## src/rtl/fixed_integer_bias_relu_collector.sv

```systemverilog
// Bias-add, saturate and optional ReLU on each neuron result; buffers one
// layer and streams it out in MULTS-wide valid/ready chunks.
module fixed_integer_bias_relu_collector #(
  parameter int BITS    = 16,
  parameter int NEURONS = 10,
  parameter int MULTS   = 2,
  parameter int RELU    = 1
) (
  input  logic                       clk,
  input  logic                       rstn,
  input  logic                       load_bias,
  input  logic [BITS-1:0]            bias_in,
  input  logic                       in_valid,
  input  logic [BITS-1:0]            in_data,
  output logic                       in_ready,
  output logic                       out_valid,
  input  logic                       out_ready,
  output logic [MULTS-1:0][BITS-1:0] out_data,
  output logic                       out_last,
  output logic                       overflow
);

  localparam int CHUNKS = (NEURONS + MULTS - 1) / MULTS;
  localparam int WI = (NEURONS > 1) ? $clog2(NEURONS) : 1;
  localparam int RI = (CHUNKS > 1) ? $clog2(CHUNKS) : 1;

  typedef enum logic {
    COLLECT,
    DRAIN
  } state_t;

  state_t          state, state_nx;
  logic [WI-1:0]   wr_idx, wr_nx;
  logic [RI-1:0]   rd_idx, rd_nx;
  logic [BITS-1:0] mem  [NEURONS];
  logic [BITS-1:0] bias [NEURONS];
  logic            ovf_q;

  logic            collecting;
  logic            take;
  logic            bias_en;
  logic            wr_last;
  logic            rd_last;
  logic [BITS-1:0] cur_bias;
  logic [BITS:0]   sum;
  logic [BITS-1:0] sat;
  logic [BITS-1:0] res;

  assign collecting = (state == COLLECT);
  assign take       = collecting && in_valid;
  assign bias_en    = load_bias && collecting
                   && (wr_idx == '0);
  assign wr_last    = (wr_idx == WI'(NEURONS - 1));
  assign rd_last    = (rd_idx == RI'(CHUNKS - 1));
  assign cur_bias   = bias[wr_idx];

  assign sum = {in_data[BITS-1], in_data}
             + {cur_bias[BITS-1], cur_bias};

  // sign bits disagree only when the BITS-wide result wrapped
  always_comb begin
    sat = sum[BITS-1:0];
    if (sum[BITS] != sum[BITS-1]) begin
      sat = sum[BITS] ? {1'b1, {(BITS-1){1'b0}}}
                      : {1'b0, {(BITS-1){1'b1}}};
    end
    res = sat;
    if (RELU != 0 && sat[BITS-1]) begin
      res = '0;
    end
  end

  always_comb begin
    state_nx = state;
    wr_nx    = wr_idx;
    rd_nx    = rd_idx;
    unique case (state)
      COLLECT: begin
        if (in_valid) begin
          if (wr_last) begin
            state_nx = DRAIN;
            wr_nx    = '0;
            rd_nx    = '0;
          end else begin
            wr_nx = wr_idx + WI'(1);
          end
        end
      end
      DRAIN: begin
        if (out_ready) begin
          if (rd_last) begin
            state_nx = COLLECT;
            rd_nx    = '0;
          end else begin
            rd_nx = rd_idx + RI'(1);
          end
        end
      end
      default: state_nx = COLLECT;
    endcase
  end

  always_ff @(posedge clk) begin
    if (!rstn) begin
      state  <= COLLECT;
      wr_idx <= '0;
      rd_idx <= '0;
      ovf_q  <= 1'b0;
      for (int i = 0; i < NEURONS; i++) begin
        mem[i]  <= '0;
        bias[i] <= '0;
      end
    end else begin
      state  <= state_nx;
      wr_idx <= wr_nx;
      rd_idx <= rd_nx;
      if (take) begin
        mem[wr_idx] <= res;
      end
      if (bias_en) begin
        bias[0] <= bias_in;
        for (int i = 1; i < NEURONS; i++) begin
          bias[i] <= bias[i-1];
        end
      end
      if (in_valid && !collecting) begin
        ovf_q <= 1'b1;
      end
    end
  end

  // chunk view of the buffer; slots past the layer end read as zero
  logic [MULTS-1:0][BITS-1:0] chunk [CHUNKS];

  for (genvar c = 0; c < CHUNKS; c++) begin : g_chunk
    for (genvar j = 0; j < MULTS; j++) begin : g_word
      if (c * MULTS + j < NEURONS) begin : g_buf
        assign chunk[c][j] = mem[c*MULTS+j];
      end else begin : g_pad
        assign chunk[c][j] = '0;
      end
    end
  end

  assign out_data  = chunk[rd_idx];
  assign out_valid = (state == DRAIN);
  assign out_last  = out_valid && rd_last;
  assign in_ready  = collecting;
  assign overflow  = ovf_q;

endmodule

```

## config.mk

```make
export PLATFORM = sky130hd
export DESIGN_NAME = fixed_integer_bias_relu_collector
export DESIGN_NICKNAME = d
export VERILOG_FILES = /design/src/rtl/fixed_integer_bias_relu_collector.sv
export SDC_FILE = /design/constraint.sdc
export NUM_CORES = 1
export LEC_CHECK = 0
export BUFFER_PORTS_ARGS = -buffer_cell sky130_fd_sc_hd__buf_2
export CAP_MARGIN = 30
export CORE_ASPECT_RATIO = 2
export CORE_MARGIN = 3
export CORE_UTILIZATION = 56
export CTS_CLUSTER_DIAMETER = 150
export DETAILED_ROUTE_END_ITERATION = 10
export PLACE_DENSITY = 0.78
export SYNTH_ARGS = -nofsm -noshare
export SYNTH_HDL_FRONTEND = slang
export SYNTH_SLANG_ARGS = --single-unit
```

## constraint.sdc

```tcl
create_clock -name clk -period 5.29 [get_ports clk]
set_input_delay 0.529 -clock clk [delete_from_list [all_inputs] [get_ports clk]]
set_output_delay 0.529 -clock clk [all_outputs]
set_load 0.02 [all_outputs]
```

== Yosys cells after proc, flatten, opt, wreduce, memory -nomap -nowiden ==
Memory sizes are Yosys's and may differ from the RTL's. A register that Yosys moved wholly into a read port is not among the register bits.
Index checks and enable logic that the tools add are counted.

* Bits in registers: 9
* Bits in latches: 0
* Memory bits (writable): 310
* Bits in read-only memories: 0
* Input port bits: 37
* Output and inout port bits: 36
* Word-level logic and storage cells: 76
* Memories kept: 2

{| class="wikitable"
|+ Memories
! memory !! words !! bits a word !! rd ports !! clocked after Yosys merged registers in !! wr ports !! RTL line !! RTL
|-
| bias || 10 || 16 || 10 || 1 || 10 || 36 || <nowiki>logic [BITS-1:0] bias [NEURONS];</nowiki>
|-
| mem || 10 || 15 || 10 || 0 || 10 || 35 || <nowiki>logic [BITS-1:0] mem [NEURONS];</nowiki>
|}

* Add/sub/neg operators: 3
* $mul: 0
* Divide/modulo/power cells: 0
* $lt $le $gt $ge: 1
* Equal/unequal tests: 6
* Shifts and indexed selects: 0
* Mux-type cells: 39
* Bitwise operators: 12
* Reduce and logical (&&, ||, !) cells: 9

{| class="wikitable"
|+ Operators by type and width
! cell !! number
|-
| 2-to-1 mux 16 bit || 12
|-
| binary-select mux 32 bit (select 3 bit) || 1
|-
| 2-to-1 mux 32 bit || 2
|-
| 2-to-1 mux 15 bit || 2
|-
| adder 16 x 16 -> 17 bit || 1
|-
| 2-to-1 mux 4 bit || 4
|-
| OR reduction 15 bit || 1
|-
| 2-to-1 mux 1 bit || 12
|-
| 2-to-1 mux 3 bit || 4
|-
| OR 1 bit || 10
|-
| case mux 3 bit (2 select lines) || 1
|-
| logical AND 1 bit || 5
|-
| adder 4 x 1 -> 4 bit (second input constant) || 1
|-
| equality test 4 bit (second input constant) || 1
|-
| >= comparator 4 bit (second input constant) || 1
|-
| zero test 4 bit || 1
|-
| inequality test 2 bit (second input constant) || 2
|-
| inverter 3 -> 4 bit || 1
|-
| adder 3 x 1 -> 3 bit (second input constant) || 1
|-
| equality test 3 bit (second input constant) || 1
|-
| AND reduction 3 bit || 1
|-
| inequality test 2 x 1 -> 1 bit (second input constant) || 1
|-
| case mux 1 bit (2 select lines) || 1
|-
| AND reduction 2 bit || 1
|-
| 2 further kinds || 2
|}

== Longest topological paths before layout ==
Gate-level depths: netlist of run 1.

* Word-level depth: 7
* Depth in mapped cells: 15
* Gate-level depth less buffers: 12

== Least setup slack after synthesis of run 1 ==
Ideal clock, no wire load.

* Path kind: flip-flop to flip-flop
* Start: reg wr_idx[3]
* End: mem bias[0][0] (enable)
* Setup time: 0.526 ns
* Arrival time: 4.457 ns
* Data required time: 4.764 ns
* Slack: 0.307 ns
* Stages on the path, launching flop included: 6
* Path buffers: 1
* Period minus slack after synthesis: 4.983 ns
* Cells stage by stage: dfxtp_1 -> or2_2 -> clkbuf_1 -> nor3_1 -> nand3_1 -> nand2_1

{| class="wikitable"
|+ RTL lines
! what !! RTL line !! RTL
|-
| start: declaration || 33 || <nowiki>logic [WI-1:0] wr_idx, wr_nx;</nowiki>
|-
| start signal: assignment || 115 || <nowiki>wr_idx <= wr_nx;</nowiki>
|-
| end: declaration || 36 ||
|}

==> results of run 1 <==
cell families (layout without fill, tap and decap cells):
kind of cell    Yosys count  in the layout  share of synthesized area
other cells               1              3                  0.0002448
xor+xnor                 11             11                   0.006290
simple gates            409            409                     0.1411
fa+ha+maj                19             19                    0.01601
flops                   323            323                     0.6247
buf+inv                 120            195                    0.03324
mux                      79             79                     0.1023
compound gates          182            182                    0.07612
where the power goes:
part | internal, uW | switching, uW | total (uW)
Clock | 1190 | 913 | 2100
Sequential | 3010 | 85.5 | 3090
Combinational | 358 | 662 | 1020
Total | 4550 | 1660 | 6210
stage by stage:
| step | instance area [sq um] | setup WS [ns] | std cells | hold WS (ns) | utilization |
|---|---|---|---|---|---|
| finish | 17080 | 0.5026 | 1569 | 0.2323 | 0.6348 |
| global route | 17080 | 0.1089 | 1569 | 0.2432 | 0.6348 |
| CTS | 17080 | 0.4754 | 1568 | 0.2256 | 0.6347 |
| detailed placement | 16160 | 0.4839 | 1518 | 0.4565 | 0.6007 |
| global placement | 16040 | 0.6235 | 1510 | 0.4468 | 0.5963 |
| floorplan | 15320 | 0.3070 | 1145 | 0.5068 | - |
area by class of cell:
type / count / share of cell area
Sequential cell: 323 / 0.5605
Multi-Input combinational cell: 702 / 0.3108
Clock buffer: 32 / 0.04066
Timing Repair Buffer: 101 / 0.03985
Tap cell: 348 / 0.02549
Clock inverter: 18 / 0.01282
Inverter: 44 / 0.009670
Antenna cell: 1 / 0.0001465
cell usage in the layout (no fill, tap or decap), drive strengths merged, types with 11 or more instances in the layout:
cell / Yosys / routed
edfxtp: 310 / 310
and2: 161 / 161
nor2: 112 / 112
buf: 26 / 101
a21oi: 81 / 81
mux4: 62 / 62
nand2: 56 / 56
o21ai: 48 / 48
inv: 41 / 42
clkbuf: 50 / 32
nor2b: 22 / 22
ha: 18 / 18
a211oi: 17 / 17
mux2i: 16 / 16
nand3: 14 / 14
dfxtp: 13 / 13
clkinv: 3 / 13
nor3: 11 / 11
state kept, by name, indices dropped and copies added (netlist names), named ones only:
name / count
overflow: 1
mem: 150
out_valid: 1
wr_idx: 4
rd_idx: 3
bias: 160
routing by layer:
metal | wire length (microns) | vias up | share of wire | GRT usage
met2 | 18250 | 357 | 0.54 | 0.4157
met5 | 0 | - | 0 | 0
met4 | 2012 | 0 | 0.060 | 0.1400
met3 | 1697 | 129 | 0.050 | 0.02919
li1 | - | 4310 | - | -
met1 | 11660 | 4663 | 0.35 | 0.2734
worst paths after layout:
| path | from | to | slack (ns) | cells past startpoint |
|---|---|---|---|---|
| worst max register to register | flop | mem[0][6] | 0.50 | 12 |
| worst min-delay path | in_valid | overflow | 0.23 | 3 |
| worst max-delay path | flop | mem[0][6] | 0.50 | 12 |
| worst min register to register | overflow | overflow | 0.47 | 2 |
worst max-delay path, stage by stage (launching register included):
cell and delay [ns]:
dfxtp_4 0.61, buf_4 0.32, mux4_2 0.53, nor2b_1 0.14, a211oi_1 0.23, a21oi_1 0.07, ha_1 0.24, a21oi_1 0.26
and2_1 0.26, a31oi_1 0.17, or4_1 0.87, a31oi_2 0.68, nor2_1 0.12
==> impl_metrics.xml, run 1 <==
<?xml version="1.0" encoding="UTF-8"?>
<metrics>
  <group name="critical_path">
    <metric name="critical_path.max_fanout" unit="">19</metric>
    <metric name="worstSetupStartpointType" unit="">flop</metric>
    <metric name="cp.arrival" unit="ns">5.07</metric>
    <metric name="critical_path_required" unit="ns">5.58</metric>
    <metric name="path_class" unit="">flop to flop</metric>
    <metric name="worst_setup_path_end_kind" unit="">flop</metric>
  </group>
  <group name="clock_tree">
    <metric name="hold_buffers" unit="">0</metric>
    <metric name="cts_setup_buffers" unit="">0</metric>
    <metric name="max-clock-path-buffers" unit="">3</metric>
    <metric name="clk_pin_slew" unit="ns">0.07</metric>
    <metric name="cts_root_buf" unit="">clkbuf_16</metric>
    <metric name="cts.sinks" unit="">323</metric>
    <metric name="cts_inserted_buffers" unit="">27</metric>
    <metric name="clk-insertion-delay-late" unit="ns">0.56</metric>
    <metric name="h-tree-depth" unit="">1</metric>
    <metric name="number_of_cells_upsized_or_downsized_after_cts" unit="">0</metric>
    <metric name="cts_tree" unit="">built</metric>
  </group>
  <group name="timing">
    <metric name="clock-skew-final" unit="ns">0.01562</metric>
    <metric name="timing.final.crit_share" unit="">0.9050</metric>
    <metric name="final_hold_viol_count" unit="">0</metric>
    <metric name="layout_min_cycle_time" unit="ns">4.787</metric>
    <metric name="timing_max_transition_violations_final" unit="">0</metric>
    <metric name="setup-tns-final" unit="ns">0</metric>
    <metric name="fmax" unit="MHz">208.9</metric>
    <metric name="worst_slew_pin_slew" unit="ns">0.9486</metric>
    <metric name="setup_repair_after_global_routing_missed_its_margin" unit="">no</metric>
    <metric name="relSlewSlack" unit="">0.3661</metric>
    <metric name="setup-violations-final" unit="">0</metric>
  </group>
  <group name="route">
    <metric name="routed-via-count" unit="">9459</metric>
    <metric name="routed_via_density" unit="">6.029</metric>
    <metric name="firstDrtPassIters" unit="">5</metric>
    <metric name="avgRoutedWirePerCell" unit="microns">21.43</metric>
    <metric name="wl" unit="microns">33620</metric>
    <metric name="antenna_left" unit="">0</metric>
    <metric name="detailedRoute.firstIterationViolations" unit="">834</metric>
    <metric name="drc" unit="">0</metric>
  </group>
  <group name="placed_design">
    <metric name="buffer_ports.inserted" unit="">70</metric>
    <metric name="dp_hpwl" unit="microns">21910</metric>
    <metric name="gp_congestion" unit="">0.9231</metric>
  </group>
  <group name="yosys">
    <metric name="yosys.area.top_type_share" unit="">0.6077</metric>
    <metric name="yosys_register_bits" unit="">323</metric>
    <metric name="postSynth.asyncResetShare" unit="">0</metric>
    <metric name="synth.distinct_cells" unit="">58</metric>
    <metric name="synth.largest_area_cell" unit="">edfxtp_1</metric>
    <metric name="post_synth_most_frequent_cells" unit="">310 x edfxtp_1, 161 x and2_1, 100 x nor2_1</metric>
    <metric name="syn-instance-count" unit="">1144</metric>
    <metric name="synth.avg_cell_area" unit="sq um">13.39</metric>
    <metric name="syn_area" unit="sq um">15320</metric>
    <metric name="synth-seq-area-share" unit="">0.6247</metric>
    <metric name="synth_enable_flop_cells" unit="">310</metric>
    <metric name="synth.most_common_cell" unit="">edfxtp_1</metric>
    <metric name="ys.warnings.count" unit="">0</metric>
    <metric name="synth_flop_cell" unit="">edfxtp_1</metric>
    <metric name="synthTopCellsByArea" unit="">edfxtp_1 61%, mux4_2 9.1%, and2_1 6.6%</metric>
  </group>
  <group name="floorplanning">
    <metric name="die_width" unit="microns">123.0</metric>
    <metric name="placeableCoreArea" unit="sq um">26910</metric>
    <metric name="chipHeight" unit="microns">239.9</metric>
    <metric name="core.rowCount" unit="">85</metric>
    <metric name="initial_utilization" unit="">0.5693</metric>
    <metric name="floorplan.die_area" unit="sq um">29500</metric>
    <metric name="io_pins" unit="">73</metric>
  </group>
  <group name="global_route">
    <metric name="grt_use_total" unit="">0.2366</metric>
    <metric name="globalRoute.totalOverflow" unit="">0</metric>
    <metric name="first_global_vias" unit="">9761</metric>
    <metric name="pin_count_of_the_biggest_net_entering_global_routing" unit="">95</metric>
    <metric name="grt_first_pass_wirelength" unit="microns">53240</metric>
    <metric name="antenna_violations_before_repair" unit="">1</metric>
  </group>
  <group name="power">
    <metric name="leak_pwr" unit="uW">0.006409</metric>
    <metric name="power.total" unit="uW">6213</metric>
    <metric name="powerDensity" unit="nW/um^2">363.8</metric>
    <metric name="worst_ir_drop_vdd" unit="mV">0.2942</metric>
  </group>
  <group name="layout">
    <metric name="final.fill_count" unit="">1972</metric>
    <metric name="num-nets-final" unit="">1255</metric>
    <metric name="final_layout_size_suffix_gt1_frac" unit="">0.2025</metric>
    <metric name="syn2layout_area_growth" unit="%">11.50</metric>
    <metric name="seq_area" unit="sq um">9574</metric>
    <metric name="multi_input_area" unit="sq um">5309</metric>
  </group>
  <group name="hold_path">
    <metric name="worst_hold_path_type" unit="">input pin to flop</metric>
  </group>
  <group name="job">
    <metric name="drv_cap" unit="">0</metric>
  </group>
  <group name="status">
    <metric name="outcome" unit="">finished, final reports clean</metric>
  </group>
</metrics>
Note: power is estimated with default switching activity, not from simulation.
==> run 2, diff against run 1 <==
HOLD_SLACK_MARGIN = 0.03   (was unset)
PLACE_DENSITY = 0.77   (was 0.78)
==> impl_metrics.xml, run 2 (synthesis gave the netlist of run 1 again) <==
<?xml version="1.0" encoding="UTF-8"?>
<metrics>
  <group name="status">
    <metric name="outcome" unit="">finished, final reports clean</metric>
  </group>
  <group name="power">
    <metric name="clock_power_share" unit="">0.346</metric>
    <metric name="power.total" unit="uW">6279</metric>
    <metric name="worst_ir_drop_vdd" unit="mV">0.2372</metric>
    <metric name="seq_power_share" unit="">0.492</metric>
    <metric name="powerDensity" unit="nW/um^2">367.3</metric>
    <metric name="leak_pwr" unit="uW">0.006422</metric>
    <metric name="combinationalPowerShare" unit="">0.161</metric>
    <metric name="sw_frac_of_total" unit="">0.2613</metric>
    <metric name="net-switching-power" unit="uW">1641</metric>
    <metric name="p_int" unit="uW">4638</metric>
  </group>
  <group name="layout">
    <metric name="final_layout_size_suffix_gt1_frac" unit="">0.2013</metric>
    <metric name="multi_input_area" unit="sq um">5309</metric>
    <metric name="num-nets-final" unit="">1254</metric>
    <metric name="final-instance-count-excl-fill" unit="">1565</metric>
    <metric name="antenna-diode-count" unit="">0</metric>
    <metric name="number_of_flip_flops_in_the_largest_register" unit="">160</metric>
    <metric name="layout.cells.most_common" unit="">edfxtp_1</metric>
    <metric name="seq_area" unit="sq um">9574</metric>
    <metric name="largest_register" unit="">bias</metric>
    <metric name="layout_top_registers" unit="">bias x160, mem x150, wr_idx x4</metric>
    <metric name="highest_count_cells_in_the_layout_ignoring_fill_and_taps" unit="">310 x edfxtp_1, 161 x and2_1, 99 x nor2_1, 80 x a21oi_1, 70 x buf_2</metric>
    <metric name="final.fill_count" unit="">1984</metric>
    <metric name="syn2layout_area_growth" unit="%">11.59</metric>
  </group>
  <group name="floorplanning">
    <metric name="die_width" unit="microns">123.0</metric>
    <metric name="io_pins" unit="">73</metric>
    <metric name="chipHeight" unit="microns">239.9</metric>
    <metric name="core.rowCount" unit="">85</metric>
    <metric name="initial_utilization" unit="">0.5693</metric>
    <metric name="floorplan.die_area" unit="sq um">29500</metric>
    <metric name="placeableCoreArea" unit="sq um">26910</metric>
  </group>
  <group name="critical_path">
    <metric name="path_class" unit="">flop to flop</metric>
    <metric name="critical-path-slowest-cell" unit="">or4_1</metric>
    <metric name="cell_mode_on_critical_path" unit="">a21oi_1</metric>
    <metric name="critical_path_required" unit="ns">5.55</metric>
    <metric name="critical_path.top_delay_family" unit="">compound AO/OA/AOI/OAI gates</metric>
    <metric name="critical_path_buffer_and_inverter_count" unit="">1</metric>
    <metric name="worstSetupStartpointType" unit="">flop</metric>
    <metric name="cp.arrival" unit="ns">4.88</metric>
    <metric name="critical_path.cell_chain" unit="">buf_12 &gt; mux4_2 &gt; nor2b_1 &gt; a211oi_1 &gt; a21oi_1 &gt; ha_1 &gt; fa_1 &gt; a21oi_1 &gt; o211ai_2 &gt; a21oi_2 &gt; o31a_1 &gt; or4_1 &gt; nor2_1</metric>
    <metric name="critical_path.max_fanout" unit="">18</metric>
    <metric name="worst_setup_path_end_kind" unit="">flop</metric>
    <metric name="cpPeakStageDelay" unit="ns">0.73</metric>
  </group>
  <group name="clock_tree">
    <metric name="cts_root_buf" unit="">clkbuf_16</metric>
    <metric name="clk-insertion-delay-late" unit="ns">0.55</metric>
    <metric name="cts_inserted_buffers" unit="">27</metric>
    <metric name="cts_setup_buffers" unit="">0</metric>
    <metric name="cts_tree" unit="">built</metric>
    <metric name="cts.sinks" unit="">323</metric>
    <metric name="clk_pin_slew" unit="ns">0.07</metric>
    <metric name="max-clock-path-buffers" unit="">3</metric>
    <metric name="hold_buffers" unit="">0</metric>
    <metric name="h-tree-depth" unit="">1</metric>
    <metric name="number_of_cells_upsized_or_downsized_after_cts" unit="">0</metric>
  </group>
  <group name="route">
    <metric name="firstDrtPassIters" unit="">5</metric>
    <metric name="avgRoutedWirePerCell" unit="microns">21.09</metric>
    <metric name="routed-via-count" unit="">9386</metric>
    <metric name="routed_via_density" unit="">5.997</metric>
    <metric name="antenna_left" unit="">0</metric>
    <metric name="wl" unit="microns">33000</metric>
    <metric name="detailedRoute.firstIterationViolations" unit="">828</metric>
    <metric name="drc" unit="">0</metric>
  </group>
  <group name="placed_design">
    <metric name="place_inst" unit="">1517</metric>
    <metric name="dp_hpwl" unit="microns">21730</metric>
    <metric name="gp_congestion" unit="">0.8932</metric>
    <metric name="buffer_ports.inserted" unit="">70</metric>
  </group>
  <group name="timing">
    <metric name="timing.final.crit_share" unit="">0.8735</metric>
    <metric name="setup-tns-final" unit="ns">0</metric>
    <metric name="setup_repair_after_global_routing_missed_its_margin" unit="">no</metric>
    <metric name="fmax" unit="MHz">216.4</metric>
    <metric name="worst_hold_slack" unit="ns">0.2533</metric>
    <metric name="final_hold_viol_count" unit="">0</metric>
    <metric name="clock-skew-final" unit="ns">0.01633</metric>
    <metric name="layout_min_cycle_time" unit="ns">4.621</metric>
    <metric name="worst_slew_pin_slew" unit="ns">1.096</metric>
    <metric name="setup-violations-final" unit="">0</metric>
    <metric name="relSlewSlack" unit="">0.2694</metric>
    <metric name="timing_max_transition_violations_final" unit="">0</metric>
  </group>
  <group name="global_route">
    <metric name="first_global_vias" unit="">9566</metric>
    <metric name="antenna_violations_before_repair" unit="">0</metric>
    <metric name="grt_use_total" unit="">0.2294</metric>
    <metric name="grt_first_pass_wirelength" unit="microns">51960</metric>
    <metric name="globalRoute.totalOverflow" unit="">0</metric>
    <metric name="pin_count_of_the_biggest_net_entering_global_routing" unit="">115</metric>
  </group>
  <group name="hold_path">
    <metric name="worst_hold_path_type" unit="">input pin to flop</metric>
  </group>
  <group name="job">
    <metric name="drv_cap" unit="">0</metric>
  </group>
</metrics>
-- run 2: cell count changes in the layout (fill, tap and decap cells not counted), sizes merged --
cell,before,now
clkbuf,32,29
buf,101,100
clkinv,13,14
inv,42,41
diode,1,0
bufinv,5,7
clkinvlp,2,1
-- run 2: per-stage QoR --
stage,util,setup slack (ns),instance area (sq um)
final,0.6353,0.6689,17090
after global routing,0.6353,0.4434,17090
after CTS,0.6353,0.6887,17090
after detailed placement,0.6001,0.7019,16150
after global placement,0.5968,0.8433,16060
after floorplan,-,0.3070,15320
-- run 2: worst paths after layout --
kind,start,to,slack [ns],depth (start not counted)
max reg2reg,flop,mem[6][6],0.67,13
min,in_valid,overflow,0.25,3
min reg2reg,overflow,overflow,0.47,2
max,flop,mem[6][6],0.67,13
-- run 2: routing by layer --
metal / routed length, microns / GRT usage
met5: 0 / 0
met1: 11670 / 0.2707
met4: 1375 / 0.1016
met2: 18320 / 0.4159
met3: 1642 / 0.02566
-- run 2: worst reg2reg max path, cell delays in order (launching register included) --
cell and delay (ns):
dfxtp_4 0.59, buf_12 0.21, mux4_2 0.51, nor2b_1 0.14, a211oi_1 0.25, a21oi_1 0.08
ha_1 0.27, fa_1 0.48, a21oi_1 0.30, o211ai_2 0.19, a21oi_2 0.24, o31a_1 0.22
or4_1 0.73, nor2_1 0.12
-- run 2: power by group through the flow --
stage | logic [uW] | clock network (uW) | registers (uW)
finish | 1010 | 2170 | 3090
global placement | 981 | 0 | 3140
CTS | 1010 | 2200 | 3090
global route | 1110 | 2290 | 3110
detailed placement | 1010 | 0 | 3150
floorplan | 740 | 0 | 3120
-- run 2: cell type report --
class                      count  area share
clock buffer                  29     0.03996
clock inverter                19     0.01544
inverter                      44    0.009662
multi-input combinational    702      0.3106
sequential                   323      0.5601
tap                          348     0.02547
timing repair buffer         100     0.03879
